===== config.mk =====
export PLATFORM = sky130hd
export DESIGN_NAME = icache_dm
export DESIGN_NICKNAME = d
export VERILOG_FILES = /design/src/rtl/icache_dm.sv
export SDC_FILE = /design/constraint.sdc
export NUM_CORES = 2
export LEC_CHECK = 0
export CAP_MARGIN = 20
export CORE_MARGIN = 3
export CORE_UTILIZATION = 65
export CTS_CLUSTER_SIZE = 28
export DETAILED_ROUTE_END_ITERATION = 8
export HOLD_SLACK_MARGIN = 0.05
export PLACE_DENSITY = 0.82
export SLEW_MARGIN = 0
export SYNTH_ARGS = -nofsm -noshare
export SYNTH_HDL_FRONTEND = slang
export SYNTH_SLANG_ARGS = --single-unit

===== constraint.sdc =====
create_clock -name clk -period 12 [get_ports clk]
set_clock_uncertainty 0.1 [all_clocks]
set_input_delay 1.8 -clock clk [delete_from_list [all_inputs] [get_ports clk]]
set_output_delay 1.8 -clock clk [all_outputs]
set_load 0.1 [all_outputs]

===== src/rtl/icache_dm.sv =====
// Direct-mapped read-only instruction cache with whole-line refill from backing memory.
// Latency: hit answers 1 cycle after acceptance; miss takes 1 + sum(word transfer times) + 1 cycles.
// Backpressure: core holds exIns_ren until exIns_valid; refill waits on mem_valid with mem_addr held stable.
module icache_dm #(
    parameter int LINES = 16,
    parameter int WORDS = 4
) (
    input  logic        clk,
    input  logic        rst,
    input  logic        exIns_ren,
    input  logic [31:0] exIns_addr,
    output logic        exIns_valid,
    output logic [31:0] exIns_in,
    input  logic        inv,
    output logic        mem_ren,
    output logic [31:0] mem_addr,
    input  logic        mem_valid,
    input  logic [31:0] mem_rdata
);
    localparam int OW = $clog2(WORDS);
    localparam int IW = $clog2(LINES);
    localparam int TW = 30 - OW - IW;

    typedef enum logic [1:0] {IDLE, REFILL, RESP} state_t;

    state_t            state;
    logic [LINES-1:0]  valid_q;
    logic [TW-1:0]     tag_q  [LINES];
    logic [31:0]       data_q [LINES][WORDS];

    logic [TW-1:0]     r_tag;
    logic [IW-1:0]     r_idx;
    logic [OW-1:0]     r_off;
    logic [OW-1:0]     k;
    logic              inv_pend;

    logic [OW-1:0]     a_off;
    logic [IW-1:0]     a_idx;
    logic [TW-1:0]     a_tag;
    logic              accept;
    logic              hit;
    logic              fill_we;
    logic              fill_last;
    logic [31:0]       fill_resp;
    logic              unused_addr_bits;

    assign a_off = exIns_addr[OW+1:2];
    assign a_idx = exIns_addr[OW+IW+1:OW+2];
    assign a_tag = exIns_addr[31:OW+IW+2];
    assign unused_addr_bits = ^exIns_addr[1:0];

    // A response cycle never accepts; inv in the accepting cycle forces a miss.
    assign accept    = (state == IDLE) && exIns_ren && !exIns_valid;
    assign hit       = valid_q[a_idx] && (tag_q[a_idx] == a_tag) && !inv;
    assign fill_we   = (state == REFILL) && mem_ren && mem_valid;
    assign fill_last = fill_we && (k == OW'(WORDS - 1));
    // On the final transfer the requested word may be the one arriving right now.
    assign fill_resp = (r_off == k) ? mem_rdata : data_q[r_idx][r_off];

    always_ff @(posedge clk) begin
        if (fill_we) begin
            data_q[r_idx][k] <= mem_rdata;
        end
        if (fill_last) begin
            tag_q[r_idx] <= r_tag;
        end
    end

    always_ff @(posedge clk) begin
        if (rst) begin
            state       <= IDLE;
            valid_q     <= '0;
            inv_pend    <= 1'b0;
            k           <= '0;
            r_tag       <= '0;
            r_idx       <= '0;
            r_off       <= '0;
            exIns_valid <= 1'b0;
            exIns_in    <= '0;
            mem_ren     <= 1'b0;
            mem_addr    <= '0;
        end else begin
            exIns_valid <= 1'b0;
            case (state)
                IDLE: begin
                    if (inv) begin
                        valid_q <= '0;
                    end
                    if (accept) begin
                        if (hit) begin
                            exIns_valid <= 1'b1;
                            exIns_in    <= data_q[a_idx][a_off];
                        end else begin
                            r_tag <= a_tag;
                            r_idx <= a_idx;
                            r_off <= a_off;
                            k     <= '0;
                            state <= REFILL;
                        end
                    end
                end
                REFILL: begin
                    if (inv) begin
                        inv_pend <= 1'b1;
                    end
                    if (!mem_ren) begin
                        mem_ren  <= 1'b1;
                        mem_addr <= {r_tag, r_idx, k, 2'b00};
                    end else if (mem_valid) begin
                        k        <= k + OW'(1);
                        mem_addr <= {r_tag, r_idx, k + OW'(1), 2'b00};
                        if (fill_last) begin
                            mem_ren     <= 1'b0;
                            state       <= RESP;
                            exIns_valid <= 1'b1;
                            exIns_in    <= fill_resp;
                            inv_pend    <= 1'b0;
                            if (inv_pend || inv) begin
                                valid_q <= '0;
                            end else begin
                                valid_q[r_idx] <= 1'b1;
                            end
                        end
                    end
                end
                RESP: begin
                    if (inv) begin
                        valid_q <= '0;
                    end
                    state <= IDLE;
                end
                default: state <= IDLE;
            endcase
        end
    end
endmodule


# Yosys cells after proc, flatten, opt, wreduce, memory -nomap -nowiden
# Memory sizes are Yosys's and may differ from the RTL's. A register that Yosys moved wholly into a read port is not among the register bits.
# Cells that the tools add are included.
[totals]
register_bits = 117
latchBits = 0
ram_bits = 2432
romBits = 0
inputBits = 69
n_memories = 2
[memory_table]
columns = ["name", "words", "width", "read_ports", "rd_ports_with_merged_regs", "write_ports", "line", "source"]
rows = [
  ["data_q", 16, 128, 2, 1, 1, "29", "logic [31:0] data_q [LINES][WORDS];"],
  ["tag_q", 16, 24, 1, 0, 1, "28", "logic [TW-1:0] tag_q [LINES];"],
]
[op_classes]
addsub = 1
mul = 0
div = 0
order_cmp = 7
n_eq_ne = 13
n_shift = 0
muxes = 56
bitwise = 5
reduce_logical = 22
[ops]
columns = ["op", "count"]
rows = [
  ["32-bit 2-to-1 mux", 13],
  ["32-bit binary-select mux with 2-bit select", 2],
  ["128-bit 2-to-1 mux", 1],
  ["16-bit 2-to-1 mux", 5],
  ["32-bit demux with 2-bit select", 1],
  ["32-bit one-hot mux with 2 select lines", 1],
  ["16-bit one-hot mux with 2 select lines", 1],
  ["24-bit == test", 1],
  ["2-bit 2-to-1 mux", 9],
  ["1-bit 2-to-1 mux", 16],
  ["16-bit OR", 1],
  ["5-bit AND reduction", 3],
  ["2-bit inequality test (second input constant)", 6],
  ["4-bit by 5-bit less-than comparator with 1-bit output (second input constant)", 2],
  ["3-bit greater-or-equal comparator (second input constant)", 3],
  ["1-bit logical AND", 9],
  ["2-bit NOT with 3-bit output", 3],
  ["4-bit 2-to-1 mux", 2],
  ["2-bit one-hot mux with 2 select lines", 2],
  ["6-bit AND reduction", 1],
  ["1-bit binary-select mux with 4-bit select", 1],
  ["1-bit demux with 4-bit select", 1],
  ["2-bit == test (second input constant)", 2],
  ["4-bit by 1-bit greater-or-equal comparator with 1-bit output (second input constant)", 1],
  ["other kinds (14)", 17],
]

# Depth between registers and ports, before layout
[logic_depth]
word_depth = 10
depth_mapped = 17
mapped_depth_nobuf = 9

# Worst setup path after synthesis
# Ideal clock, no wire load.
[synth_path]
path_type = "in2reg"
startpoint = "input mem_valid"
endpoint = "memory data_q[15][0] in the netlist's numbering, enable pin"
setup_time_ps = 470
arrival_ps = 5307
path_slack_ps = 6123
cell_stages = 7
n_path_buf = 3
path_cell_list = "nand3_1 -> nor2_1 -> nand2_1 -> clkbuf_1 -> buf_1 -> buf_1 -> nor2_1"
[synth_via]
elab_chain_len = 3
[synth_rtl]
columns = ["element", "line", "source"]
rows = [
  ["start, declared", "17", "input logic mem_valid,"],
  ["1-bit logical AND", "55", "assign fill_we = (state == REFILL) && mem_ren && mem_valid;"],
  ["1-bit 2-to-1 mux", "61", "if (fill_we) begin"],
  ["128-bit 2-to-1 mux (implied by the code)", "62", "data_q[r_idx][k] <= mem_rdata;"],
  ["end, declared", "29", ""],
]
# No other way between the ends.

# Worst setup path in the final report
[layout_path]
startpoint = "input exIns_addr[5]"
endpoint = "register exIns_in[6]"
[layout_via]
elab_chain_len = 7
[layout_rtl]
columns = ["element", "line", "source"]
rows = [
  ["start, declared", "11", "input logic [31:0] exIns_addr,"],
  ["memory 16 x 128 bit", "n/a", ""],
  ["32-bit binary-select mux with 2-bit select", "92", "exIns_in <= data_q[a_idx][a_off];"],
  ["32-bit 2-to-1 mux (implied by the code) (2 in a row)", "92", ""],
  ["32-bit 2-to-1 mux", "90", "if (hit) begin"],
  ["32-bit 2-to-1 mux", "89", "if (accept) begin"],
  ["32-bit one-hot mux with 2 select lines", "84", "case (state)"],
  ["end signal, assigned", "92", ""],
  ["end signal, assigned", "116", "exIns_in <= fill_resp;"],
  ["end, declared", "13", "output logic [31:0] exIns_in,"],
]
# Parallel ways exist; a longest one is shown, timed or not. The select of a mux whose other input is x is not followed.
# A chain may end at the register's enable or synchronous reset.

==> run_results.csv <==
group,metric,value,unit
timing,drv_slew,0,
yosys,synth-edff-count,2432,
yosys,async_flop_share,0,%
yosys,ys_warn_count,0,
clock_network,cts_tree,"done",
setup_path,cp_top_family,"buffers and inverters",
power,power_density,153,mW/mm^2
finish,syn_to_final_growth,11.1,%
yosys,postSynthAreaPerCell,20.0,sq um
detailed_routing,drc,0,
detailed_routing,route.vias.total,68100,
clock_network,cts_buffers,275,
placement,hpwl,191000,microns
global_route,grt_pass1_wl,507000,microns
detailed_routing,vias_per_cell,8.07,
setup_path,arrival,7.60,ns
finish,fin_nets,5971,
clock_network,cts.clk_slew.worst_paths,0.06,ns
global_route,antenna_found_initial,14,
setup_path,slowest_delay,0.87,ns
global_route,track_usage,40.2,%
clock_network,post_cts_resized,0,
die,die_width,426,microns
timing,setup_viol,0,
setup_path,crit_path_cell_trace,"buf_8 > buf_4 > buf_12 > mux2i_1 > o22ai_1 > nor4b_1 > a31oi_1 > o2111ai_1 > nor4_2 > nand3_2 > buf_4 > nand2_1 > a221oi_1",
power,seqPwrFrac,50.2,%
power,p_leak,38.9,nW
die,initial_utilization,65.6,%
setup_path,worstPathMaxFanout,122,
min_path,hold_path.class,"flip-flop to flip-flop",
power,p_switching,0.00437,W
die,ios,135,
timing,slew_headroom,17.6,%
yosys,synth_compound_area_share,3.28,%
yosys,yosys.area_share.simple,2.56,%
power,switching_share,22.4,%
setup_path,endpoint_kind,"flip-flop",
die,coreArea,0.175,sq mm
placement,routabilityCongestion,0.899,
die,dieArea,0.181,sq mm
setup_path,crit_top_cell,"buf_4",
detailed_routing,ant_nets,0,
finish,fin_cells,8433,
placement,numPortBuffers,130,
clock_network,clock_path_buffers,4,
detailed_routing,dr.first_iter.drc_count,12700,
global_route,grt_max_degree,137,
detailed_routing,drt_pass1_iterations,7,
timing,fmax,145,MHz
yosys,synth_area,0.115,sq mm
yosys,yosys.area.top_type,"edfxtp_1",
yosys,syn_inst,5719,
clock_network,post_cts_buffers,0,
clock_network,htreeDepth,5,
global_route,grt_pass1_vias,69400,
yosys,synth-xor-area-share,0.268,%
yosys,synth_area_leaders,"edfxtp_1, mux4_2, mux2i_1, dfxtp_1, nor2_1",
power,p_int,0.0152,W
power,clock_power_share,42.2,%
die,num_rows,153,
yosys,synth_top_area_share,63.7,%
setup_path,path_buf_inv,4,
yosys,synth-main-ff-cell,"edfxtp_1",
clock_network,holdBufCountCts,0,
detailed_routing,drt-total-wl,359000,microns
outcome,status,"finished, final reports clean",
setup_path,crit_type,"primary input to flip-flop",
detailed_routing,post_drt_wl_per_cell,42.5,microns
timing,worst_pin_slew,1.23,ns
timing,period_minus_slack,6.91,ns
power,ir_drop,195,uV
yosys,yosysSeqAreaShare,65.8,%
yosys,ys_types,74,
clock_network,clk_latency,0.95,ns
clock_network,clockRootBuffer,"clkbuf_16",
timing,tns,0,ns
setup_path,start_kind,"primary input",
placement,dp.cells,7943,
yosys,synth_top_family_by_area,"multiplexers",
timing,rsz0062_at_grt,"false",
die,die-height,426,microns
yosys,ys_ff_latch,2551,
finish,final_common_cell,"edfxtp_1",
timing,hold_viol,0,
yosys,yosys.area_share.adder,0.0437,%
clock_network,clock-sinks,2551,
timing,period_share,57.6,%
flow_run,drv_cap,0,
power,p_total,0.0195,W
global_route,grt.overflow.total,0,
setup_path,required,12.69,ns
finish,layout.cells.most_common_list,"edfxtp_1, mux4_2, clkbuf_16, mux2i_1, buf_4",
setup_path,cpMaxStageDelayCell,"buf_4",
yosys,synth.area.mux_share,26.0,%
power,p_comb_share,7.6,%
finish,final_layout_size_suffix_gt1_share,31.5,%
## sequential cells by signal, indices dropped and copies added (netlist names), named ones only
register     flops
mem_ren          1
valid_q         16
exIns_in        32
state            2
tag_q          384
r_idx            4
exIns_valid      1
mem_addr        30
inv_pend         1
data_q        2048
r_off            2
k                2
r_tag           24
## cells in the mapped netlist (6+ instances only)
| master | instances |
|---|---|
| a211oi_1 | 46 |
| edfxtp_1 | 2432 |
| a22o_1 | 11 |
| mux2_2 | 37 |
| nand2_1 | 166 |
| a2111oi_0 | 29 |
| a221oi_1 | 26 |
| mux4_2 | 1181 |
| nand4b_1 | 11 |
| and3_1 | 12 |
| or3_1 | 11 |
| nor3_1 | 46 |
| xor2_1 | 9 |
| buf_1 | 43 |
| nand4_1 | 6 |
| nor2_1 | 225 |
| o221ai_1 | 15 |
| and2_1 | 19 |
| inv_1 | 13 |
| nor2b_1 | 33 |
| nand3_1 | 43 |
| xnor2_1 | 26 |
| clkbuf_1 | 158 |
| buf_4 | 61 |
| nor4_1 | 19 |
| a32oi_1 | 8 |
| mux2i_1 | 277 |
| a21oi_1 | 113 |
| dfxtp_1 | 119 |
| a31oi_1 | 18 |
| o21ai_0 | 60 |
| o22ai_1 | 75 |
| buf_6 | 19 |
| a22oi_1 | 87 |
| nand2b_1 | 15 |
| o21ai_1 | 13 |
| buf_2 | 142 |
| o211ai_1 | 11 |
| a41oi_1 | 7 |
## worst reg2reg max path: stages (launching register included)
cell and delay, ns:
dfxtp_4 0.86, buf_4 0.91, buf_4 0.81, buf_4 0.88
mux2i_1 0.28, a22oi_1 0.38, nand3_1 0.33, and4_1 0.33
a221oi_1 0.34
## power groups by stage
stage | clock network (W) | registers [W] | logic (W)
floorplan | 0 | 0.00999 | 0.000934
global placement | 0 | 0.00999 | 0.00140
detailed placement | 0 | 0.0100 | 0.00142
CTS | 0.00823 | 0.00981 | 0.00144
global route | 0.00857 | 0.00981 | 0.00152
finish | 0.00824 | 0.00981 | 0.00148
## metal layers
layer	routed length, microns	GRT usage, %
met5	139	0.108
met4	29200	26.8
met3	58600	13.8
met2	162000	58.9
met1	109000	51.7
## through the flow
| stage | utilization (%) | hold WS, ns | cell area [sq um] | setup slack (ns) |
|---|---|---|---|---|
| 2_1_floorplan | - | 0.332 | 115000 | 6.12 |
| 4_1_cts | 72.8 | 0.364 | 127000 | 5.43 |
| 3_5_place_dp | 67.9 | 0.354 | 119000 | 4.65 |
| 6_report | 72.9 | 0.364 | 127000 | 5.09 |
| 5_1_grt | 72.9 | 0.391 | 127000 | 5.07 |
| 3_3_place_gp | 67.9 | 0.343 | 119000 | 4.71 |
## final timing paths
kind,from,endpoint,slack [ns],cells after the start
setup / recovery,exIns_addr[5],exIns_in[6]$_SDFFE_PP0P_,5.09,13
hold / removal,mem_addr[16]$_SDFFE_PP0P_,mem_addr[16]$_SDFFE_PP0P_,0.36,2
setup reg to reg,flip-flop,exIns_in[23]$_SDFFE_PP0P_,6.68,8
hold reg to reg,mem_addr[16]$_SDFFE_PP0P_,mem_addr[16]$_SDFFE_PP0P_,0.36,2
## cell families after synthesis
| group | Yosys count |
|---|---|
| mux | 1495 |
| buf+inv | 447 |
| flops | 2551 |
| simple gates | 631 |
| compound gates | 555 |
| fa+ha+maj | 4 |
| xor+xnor | 35 |
| other cells | 1 |
## cell type report
class,instances,area [sq um]
Sequential cell,2551,75400
Fill cell,9478,47300
Multi-Input combinational cell,2722,37400
Clock buffer,366,7610
Tap cell,2325,2910
Timing Repair Buffer,332,2880
Clock inverter,105,913
Inverter,16,67.6
Antenna cell,16,40.0
No activity file was read; power rests on OpenSTA's default activity.
